===== config.mk =====
export PLATFORM = sky130hd
export DESIGN_NAME = sram_array_ctrl_flat
export DESIGN_NICKNAME = d
export VERILOG_FILES = /design/src/rtl/sram_ctrl_pkg.sv /design/src/rtl/sram_array_ctrl_if.sv /design/src/rtl/sram_resp_buf.sv /design/src/rtl/sram_array_ctrl.sv /design/src/flat_wrapper.sv
export SDC_FILE = /design/constraint.sdc
export NUM_CORES = 1
export LEC_CHECK = 0
export BUFFER_PORTS_ARGS = -buffer_cell sky130_fd_sc_hd__clkbuf_2
export CAP_MARGIN = 20
export CELL_PAD_IN_SITES_DETAIL_PLACEMENT = 1
export CELL_PAD_IN_SITES_GLOBAL_PLACEMENT = 2
export CORE_AREA = 5 5 83 85
export CTS_BUF_LIST = sky130_fd_sc_hd__clkbuf_4
export CTS_CLUSTER_SIZE = 8
export DETAILED_ROUTE_END_ITERATION = 16
export DIE_AREA = 0 0 88 90
export HOLD_SLACK_MARGIN = 0.06
export PLACE_DENSITY_LB_ADDON = 0.1
export SYNTH_ARGS = -nofsm -noshare
export SYNTH_HDL_FRONTEND = slang
export SYNTH_SLANG_ARGS = --single-unit

===== constraint.sdc =====
create_clock -name clock -period 1.9 [get_ports clock]
set_clock_uncertainty 0.05 [all_clocks]
set_input_delay 0.095 -clock clock [delete_from_list [all_inputs] [get_ports clock]]
set_output_delay 0.095 -clock clock [all_outputs]
set_load 0.05 [all_outputs]

===== src/rtl/sram_ctrl_pkg.sv =====
// Shared constants and types for the masked 1R1W SRAM array controller.
package sram_ctrl_pkg;

  localparam int unsigned SRAM_DEPTH  = 512;
  localparam int unsigned SRAM_ADDR_W = 9;
  localparam int unsigned SRAM_DATA_W = 12;
  localparam int unsigned SRAM_MASK_W = 2;

  typedef enum logic {
    INIT,
    RUN
  } ctrl_state_e;

  typedef struct packed {
    logic [SRAM_DATA_W-1:0] data;
    logic                   oor;
  } resp_entry_t;

endpackage


===== src/rtl/sram_array_ctrl_if.sv =====
// Client request/response channel of the SRAM array controller.
interface sram_array_ctrl_if
  import sram_ctrl_pkg::*;
#(
  parameter int unsigned ADDR_W = SRAM_ADDR_W,
  parameter int unsigned DATA_W = SRAM_DATA_W,
  parameter int unsigned MASK_W = SRAM_MASK_W
);

  logic              req_valid;
  logic              req_ready;
  logic              req_write;
  logic [ADDR_W-1:0] req_addr;
  logic [DATA_W-1:0] req_wdata;
  logic [MASK_W-1:0] req_wmask;
  logic              resp_valid;
  logic              resp_ready;
  logic [DATA_W-1:0] resp_rdata;

  modport master (
    output req_valid, req_write, req_addr, req_wdata, req_wmask, resp_ready,
    input  req_ready, resp_valid, resp_rdata
  );

  modport slave (
    input  req_valid, req_write, req_addr, req_wdata, req_wmask, resp_ready,
    output req_ready, resp_valid, resp_rdata
  );

endinterface


===== src/rtl/sram_resp_buf.sv =====
// Two-entry response FIFO; contents are only meaningful while occ says so.
module sram_resp_buf
  import sram_ctrl_pkg::*;
#(
  parameter type entry_t = resp_entry_t
) (
  input  logic       clock,
  input  logic       reset_n,
  input  logic       push,
  input  entry_t     push_data,
  input  logic       pop,
  output entry_t     head,
  output logic [1:0] occ
);

  entry_t slots [2];
  logic   wr_ptr;
  logic   rd_ptr;
  logic   do_push;
  logic   do_pop;

  assign do_pop  = pop  && (occ != 2'd0);
  assign do_push = push && (occ != 2'd2);

  always_ff @(posedge clock or negedge reset_n) begin
    if (!reset_n) begin
      occ    <= '0;
      wr_ptr <= 1'b0;
      rd_ptr <= 1'b0;
    end else begin
      if (do_push) wr_ptr <= ~wr_ptr;
      if (do_pop)  rd_ptr <= ~rd_ptr;
      case ({do_push, do_pop})
        2'b10:   occ <= occ + 2'd1;
        2'b01:   occ <= occ - 2'd1;
        default: ;
      endcase
    end
  end

  always_ff @(posedge clock) begin
    if (do_push) slots[wr_ptr] <= push_data;
  end

  assign head = slots[rd_ptr];

endmodule


===== src/rtl/sram_array_ctrl.sv =====
// Initiator-side controller for a 1R1W masked SRAM macro with 1-cycle read latency.
// Optional power-on array clear: define SRAM_ARRAY_CTRL_INIT_CLEAR_EN.
module sram_array_ctrl
  import sram_ctrl_pkg::*;
#(
  parameter int unsigned DEPTH  = SRAM_DEPTH,
  parameter int unsigned ADDR_W = SRAM_ADDR_W,
  parameter int unsigned DATA_W = SRAM_DATA_W,
  parameter int unsigned MASK_W = SRAM_MASK_W
) (
  input  logic              clock,
  input  logic              reset_n,
  sram_array_ctrl_if.slave  bus,
  output logic              init_done,
  output logic [ADDR_W-1:0] R0_addr,
  output logic              R0_en,
  input  logic [DATA_W-1:0] R0_data,
  output logic [ADDR_W-1:0] W0_addr,
  output logic              W0_en,
  output logic [DATA_W-1:0] W0_data,
  output logic [MASK_W-1:0] W0_mask
);

  typedef struct packed {
    logic [DATA_W-1:0] data;
    logic              oor;
  } entry_t;

  localparam logic [ADDR_W:0] DEPTH_L = (ADDR_W+1)'(DEPTH);

  logic              addr_ok;
  logic              rd_room;
  logic              accept;
  logic              rd_acc;
  logic              wr_acc;
  logic              inflight;
  logic              inflight_oor;
  logic [1:0]        buf_occ;
  logic              buf_push;
  logic              buf_pop;
  entry_t            buf_head;
  entry_t            inflight_word;
  logic              init_active;
  logic [ADDR_W-1:0] init_addr;

  assign addr_ok = ({1'b0, bus.req_addr} < DEPTH_L);
  assign rd_room = (({1'b0, inflight} + buf_occ) < 2'd2);

  assign bus.req_ready = init_done & (bus.req_write | rd_room);
  assign accept        = bus.req_valid & bus.req_ready;
  assign rd_acc        = accept & ~bus.req_write;
  assign wr_acc        = accept &  bus.req_write;

  always_comb begin
    R0_en   = rd_acc & addr_ok;
    R0_addr = bus.req_addr;
    W0_en   = wr_acc & addr_ok;
    W0_addr = bus.req_addr;
    W0_data = bus.req_wdata;
    W0_mask = bus.req_wmask;
    if (init_active) begin
      W0_en   = 1'b1;
      W0_addr = init_addr;
      W0_data = '0;
      W0_mask = '1;
    end
  end

  always_ff @(posedge clock or negedge reset_n) begin
    if (!reset_n) begin
      inflight     <= 1'b0;
      inflight_oor <= 1'b0;
    end else begin
      inflight     <= rd_acc;
      inflight_oor <= rd_acc & ~addr_ok;
    end
  end

  // The out-of-range flag rides with the word; zeroing happens at the output mux.
  assign inflight_word.data = R0_data;
  assign inflight_word.oor  = inflight_oor;

  assign buf_pop  = (buf_occ != 2'd0) & bus.resp_ready;
  assign buf_push = inflight & ~((buf_occ == 2'd0) & bus.resp_ready);

  sram_resp_buf #(
    .entry_t (entry_t)
  ) u_resp_buf (
    .clock     (clock),
    .reset_n   (reset_n),
    .push      (buf_push),
    .push_data (inflight_word),
    .pop       (buf_pop),
    .head      (buf_head),
    .occ       (buf_occ)
  );

  always_comb begin
    bus.resp_valid = inflight | (buf_occ != 2'd0);
    if (buf_occ != 2'd0) begin
      bus.resp_rdata = buf_head.oor ? '0 : buf_head.data;
    end else begin
      bus.resp_rdata = inflight_word.oor ? '0 : inflight_word.data;
    end
  end

`ifdef SRAM_ARRAY_CTRL_INIT_CLEAR_EN
  localparam logic [ADDR_W-1:0] LAST_ADDR = ADDR_W'(DEPTH - 1);

  ctrl_state_e       state;
  ctrl_state_e       state_nxt;
  logic [ADDR_W-1:0] cnt;
  logic [ADDR_W-1:0] cnt_nxt;

  always_ff @(posedge clock or negedge reset_n) begin
    if (!reset_n) begin
      state <= INIT;
      cnt   <= '0;
    end else begin
      state <= state_nxt;
      cnt   <= cnt_nxt;
    end
  end

  always_comb begin
    state_nxt = state;
    cnt_nxt   = cnt;
    case (state)
      INIT: begin
        cnt_nxt = cnt + 1'b1;
        if (cnt == LAST_ADDR) state_nxt = RUN;
      end
      RUN:     ;
      default: state_nxt = INIT;
    endcase
  end

  assign init_active = (state == INIT);
  assign init_addr   = cnt;
  assign init_done   = (state == RUN);
`else
  assign init_active = 1'b0;
  assign init_addr   = '0;
  assign init_done   = 1'b1;
`endif

endmodule


===== src/flat_wrapper.sv =====
// flat-port wrapper written by rule: the top's interface ports become plain ports
module sram_array_ctrl_flat import sram_ctrl_pkg::*;
#(
  parameter int unsigned DEPTH  = SRAM_DEPTH,
  parameter int unsigned ADDR_W = SRAM_ADDR_W,
  parameter int unsigned DATA_W = SRAM_DATA_W,
  parameter int unsigned MASK_W = SRAM_MASK_W
)
  (clock, reset_n, init_done, R0_addr, R0_en, R0_data, W0_addr, W0_en, W0_data, W0_mask, bus_req_valid, bus_req_write, bus_req_addr, bus_req_wdata, bus_req_wmask, bus_resp_ready, bus_req_ready, bus_resp_valid, bus_resp_rdata);
  sram_array_ctrl_if #(.ADDR_W(ADDR_W), .DATA_W(DATA_W), .MASK_W(MASK_W)) bus_i ();
  input  logic clock;
  input  logic reset_n;
  output logic init_done;
  output logic [ADDR_W-1:0] R0_addr;
  output logic R0_en;
  input  logic [DATA_W-1:0] R0_data;
  output logic [ADDR_W-1:0] W0_addr;
  output logic W0_en;
  output logic [DATA_W-1:0] W0_data;
  output logic [MASK_W-1:0] W0_mask;
  input wire logic [$bits(bus_i.req_valid)-1:0] bus_req_valid;
  input wire logic [$bits(bus_i.req_write)-1:0] bus_req_write;
  input wire logic [$bits(bus_i.req_addr)-1:0] bus_req_addr;
  input wire logic [$bits(bus_i.req_wdata)-1:0] bus_req_wdata;
  input wire logic [$bits(bus_i.req_wmask)-1:0] bus_req_wmask;
  input wire logic [$bits(bus_i.resp_ready)-1:0] bus_resp_ready;
  output wire logic [$bits(bus_i.req_ready)-1:0] bus_req_ready;
  output wire logic [$bits(bus_i.resp_valid)-1:0] bus_resp_valid;
  output wire logic [$bits(bus_i.resp_rdata)-1:0] bus_resp_rdata;
  assign bus_i.req_valid = bus_req_valid;
  assign bus_i.req_write = bus_req_write;
  assign bus_i.req_addr = bus_req_addr;
  assign bus_i.req_wdata = bus_req_wdata;
  assign bus_i.req_wmask = bus_req_wmask;
  assign bus_i.resp_ready = bus_resp_ready;
  assign bus_req_ready = bus_i.req_ready;
  assign bus_resp_valid = bus_i.resp_valid;
  assign bus_resp_rdata = bus_i.resp_rdata;
  sram_array_ctrl #(.DEPTH(DEPTH), .ADDR_W(ADDR_W), .DATA_W(DATA_W), .MASK_W(MASK_W)) u_core (.clock(clock), .reset_n(reset_n), .bus(bus_i), .init_done(init_done), .R0_addr(R0_addr), .R0_en(R0_en), .R0_data(R0_data), .W0_addr(W0_addr), .W0_en(W0_en), .W0_data(W0_data), .W0_mask(W0_mask));
endmodule

==> out/metrics.yaml <==
slew_violations: 0
grt_pass1_wl_um: 5110
start_util_pct: 24.7
synthArstFlopShare_pct: 17.2
max_freq_mhz: 550
htreeDepth: 2
setup_viol: 0
max_cap_viol_count: 0
hp-class: "input pin to primary output"
vdd_ir_drop_max_mv: 0.431
synth.avg_cell_area_sq_um: 12.2
arrival_ns: 1.67
numPortBuffers: 32
required_ns: 1.75
power_density_nw_per_um2: 1600
cts.sinks: 29
drive_gt1_share_pct: 34.5
crit_end: "bus_resp_rdata[7]"
final_nets: 188
wl_per_cell_um: 14.0
ys_seq_elements: 29
rr_endpoint: "u_core.u_resp_buf.occ[1]"
worstSkewPairLatency_ns: 0.33
synth_fp_nets: 165
antenna_found_initial: 0
grt_max_degree: 17
dr.pass1.iters: 4
num_vias: 934
ys.flop_type: "edfxtp_1"
r2r_cells: 5
ys_seq_area_share_pct: 55.9
ios: 89
crit_fanout: 16
routed_wl_um: 3160
drc: 0
whs_ns: 0.140
diodes: 0
crit_type: "register to primary output"
r2r_start: "u_core.u_resp_buf.occ[0]"
grt_pass1_vias: 1017
overflow: 0
place_area_sq_um: 1510
outcome: "complete, no violations"
cts_buffers: 5
rsz0062_at_grt: "false"
vias_per_cell: 4.15
final_antenna_net_count: 0
die_area_sq_um: 7920
leakagePower_nw: 0.716
rrSetupSlack_ns: 0.28
synth_top_cells_by_count: "34 x buf_4, 24 x edfxtp_1, 16 x nor2_1"
yosysWarnings: 0
yosysMostFrequentCell: "buf_4"
die_w_um: 88
die_h_um: 90
clk_path_buf_depth: 2
place.gp.congestion: 0.633
core.rowCount: 29
syn_area_sq_um: 1510
cts-root-buf: "clkbuf_4"
cts_tree: "built"
syn_to_final_growth_pct: 15.9
syn_inst: 124
clkTransAtPathRegs_ns: 0.08
hold_violations: 0
fin_crit_sh_pct: 95.7
finalCriticalPeriod_ns: 1.82
setup_tns_ns: 0
drtIter0Drc: 23
post_cts_buffers: 0
netlist.area_leader.share_pct: 47.6
cp-end-kind: "primary output"
design_area_sq_um: 1750
start_kind: "register"
post-route-util_pct: 28.6
ys_types: 22
synth_top_area_cell: "edfxtp_1"
synth_area_leaders: "edfxtp_1 48%, buf_4 17%, dfrtp_1 8.3%"
grt_usage_pct: 8.40
cp-startpoint: "u_core.u_resp_buf.occ[0]"
synth_edf_count: 24
core_region_area_sq_um: 6130
==> report_power, final <==
part | internal, mW | switching [mW]
Combinational | 0.487 | 1.04
Clock | 0.134 | 0.217
Sequential | 0.799 | 0.139
Total | 1.42 | 1.39
==> cells by family after synthesis <==
kind of cell    count (synthesis)  share of synthesized area, %
xor+xnor                        6                          3.47
buf+inv                        39                          20.0
mux                            12                          7.93
other cells                     1                         0.248
flops                          29                          55.9
fa+ha+maj                       1                         0.826
simple gates                   23                          7.11
compound gates                 13                          4.55
==> repair_timing <==
item | in CTS | in global routing
gates resized for setup | 4 | 18
endpoints found under the setup margin | 12 | 11
endpoints found under the hold margin | 31 | 0
cloned | 0 | 0
hold buffers | 17 | 0
==> state kept, by name (all words and copies together) (netlist names) <==
| signal | cells |
|---|---|
| u_core.inflight | 1 |
| u_core.u_resp_buf.rd_ptr | 1 |
| u_core.u_resp_buf.occ | 2 |
| u_core.u_resp_buf.wr_ptr | 1 |
| u_core.u_resp_buf.slots | 24 |
==> cell type report <==
class,instances,area [sq um]
Fill cell,667,4380
Clock buffer,5,37.5
Sequential cell,29,850
Timing Repair Buffer,54,385
Multi-Input combinational cell,56,369
Clock inverter,3,12.5
Inverter,1,3.75
Tap cell,77,96.3
==> per-layer routing <==
layer | vias to the layer above | global-route usage (%) | routed length (um)
met5 | - | 0 | 0
met4 | 0 | 3.07 | 27
met3 | 9 | 4.39 | 359
met2 | 47 | 13.7 | 1510
met1 | 443 | 9.15 | 1270
li1 | 435 | - | -
==> per-stage QoR <==
stage / std cells / worst slack [ns] / total power, mW
4_1_cts: 225 / 0.00180 / 2.83
3_5_place_dp: 200 / 0.196 / 2.41
5_1_grt: 225 / 0.000448 / 3.00
3_3_place_gp: 200 / 0.214 / 2.40
2_1_floorplan: 124 / 0.0431 / 2.30
6_report: 225 / 0.0816 / 2.81
==> how the worst min path moves through the flow <==
stage	from	to	slack [ns]	depth (start not counted)
after global placement	reset_n	u_core.u_resp_buf.occ[0]	-0.12	1
after detailed placement	reset_n	u_core.u_resp_buf.occ[0]	-0.12	1
after floorplan	reset_n	u_core.inflight	-0.25	0
after global routing	bus_req_wdata[8]	W0_data[8]	0.14	0
final	bus_req_wdata[8]	W0_data[8]	0.14	0
after CTS	bus_req_wdata[11]	W0_data[11]	0.14	0
==> critical path, cell delays in order, from the launching register on <==
cell and delay (ns):
dfrtp_2 0.46, or2_1 0.27, buf_4 0.21, a21oi_1 0.16, clkbuf_4 0.25
==> cells in the final DEF, fill, tap and decap left out, types with 2 or more instances in the layout <==
cell / netlist / routed
edfxtp_1: 24 / 24
clkbuf_2: 0 / 21
dlygate4sd3_1: 0 / 17
nor2_1: 16 / 16
mux2i_1: 12 / 12
a21oi_1: 12 / 11
clkbuf_4: 0 / 9
buf_4: 34 / 8
buf_2: 1 / 4
xor2_1: 3 / 3
xnor2_1: 3 / 3
dfrtp_2: 0 / 3
clkinv_1: 0 / 2
dfrtp_1: 5 / 2
Power figures use the tool's default switching activity.
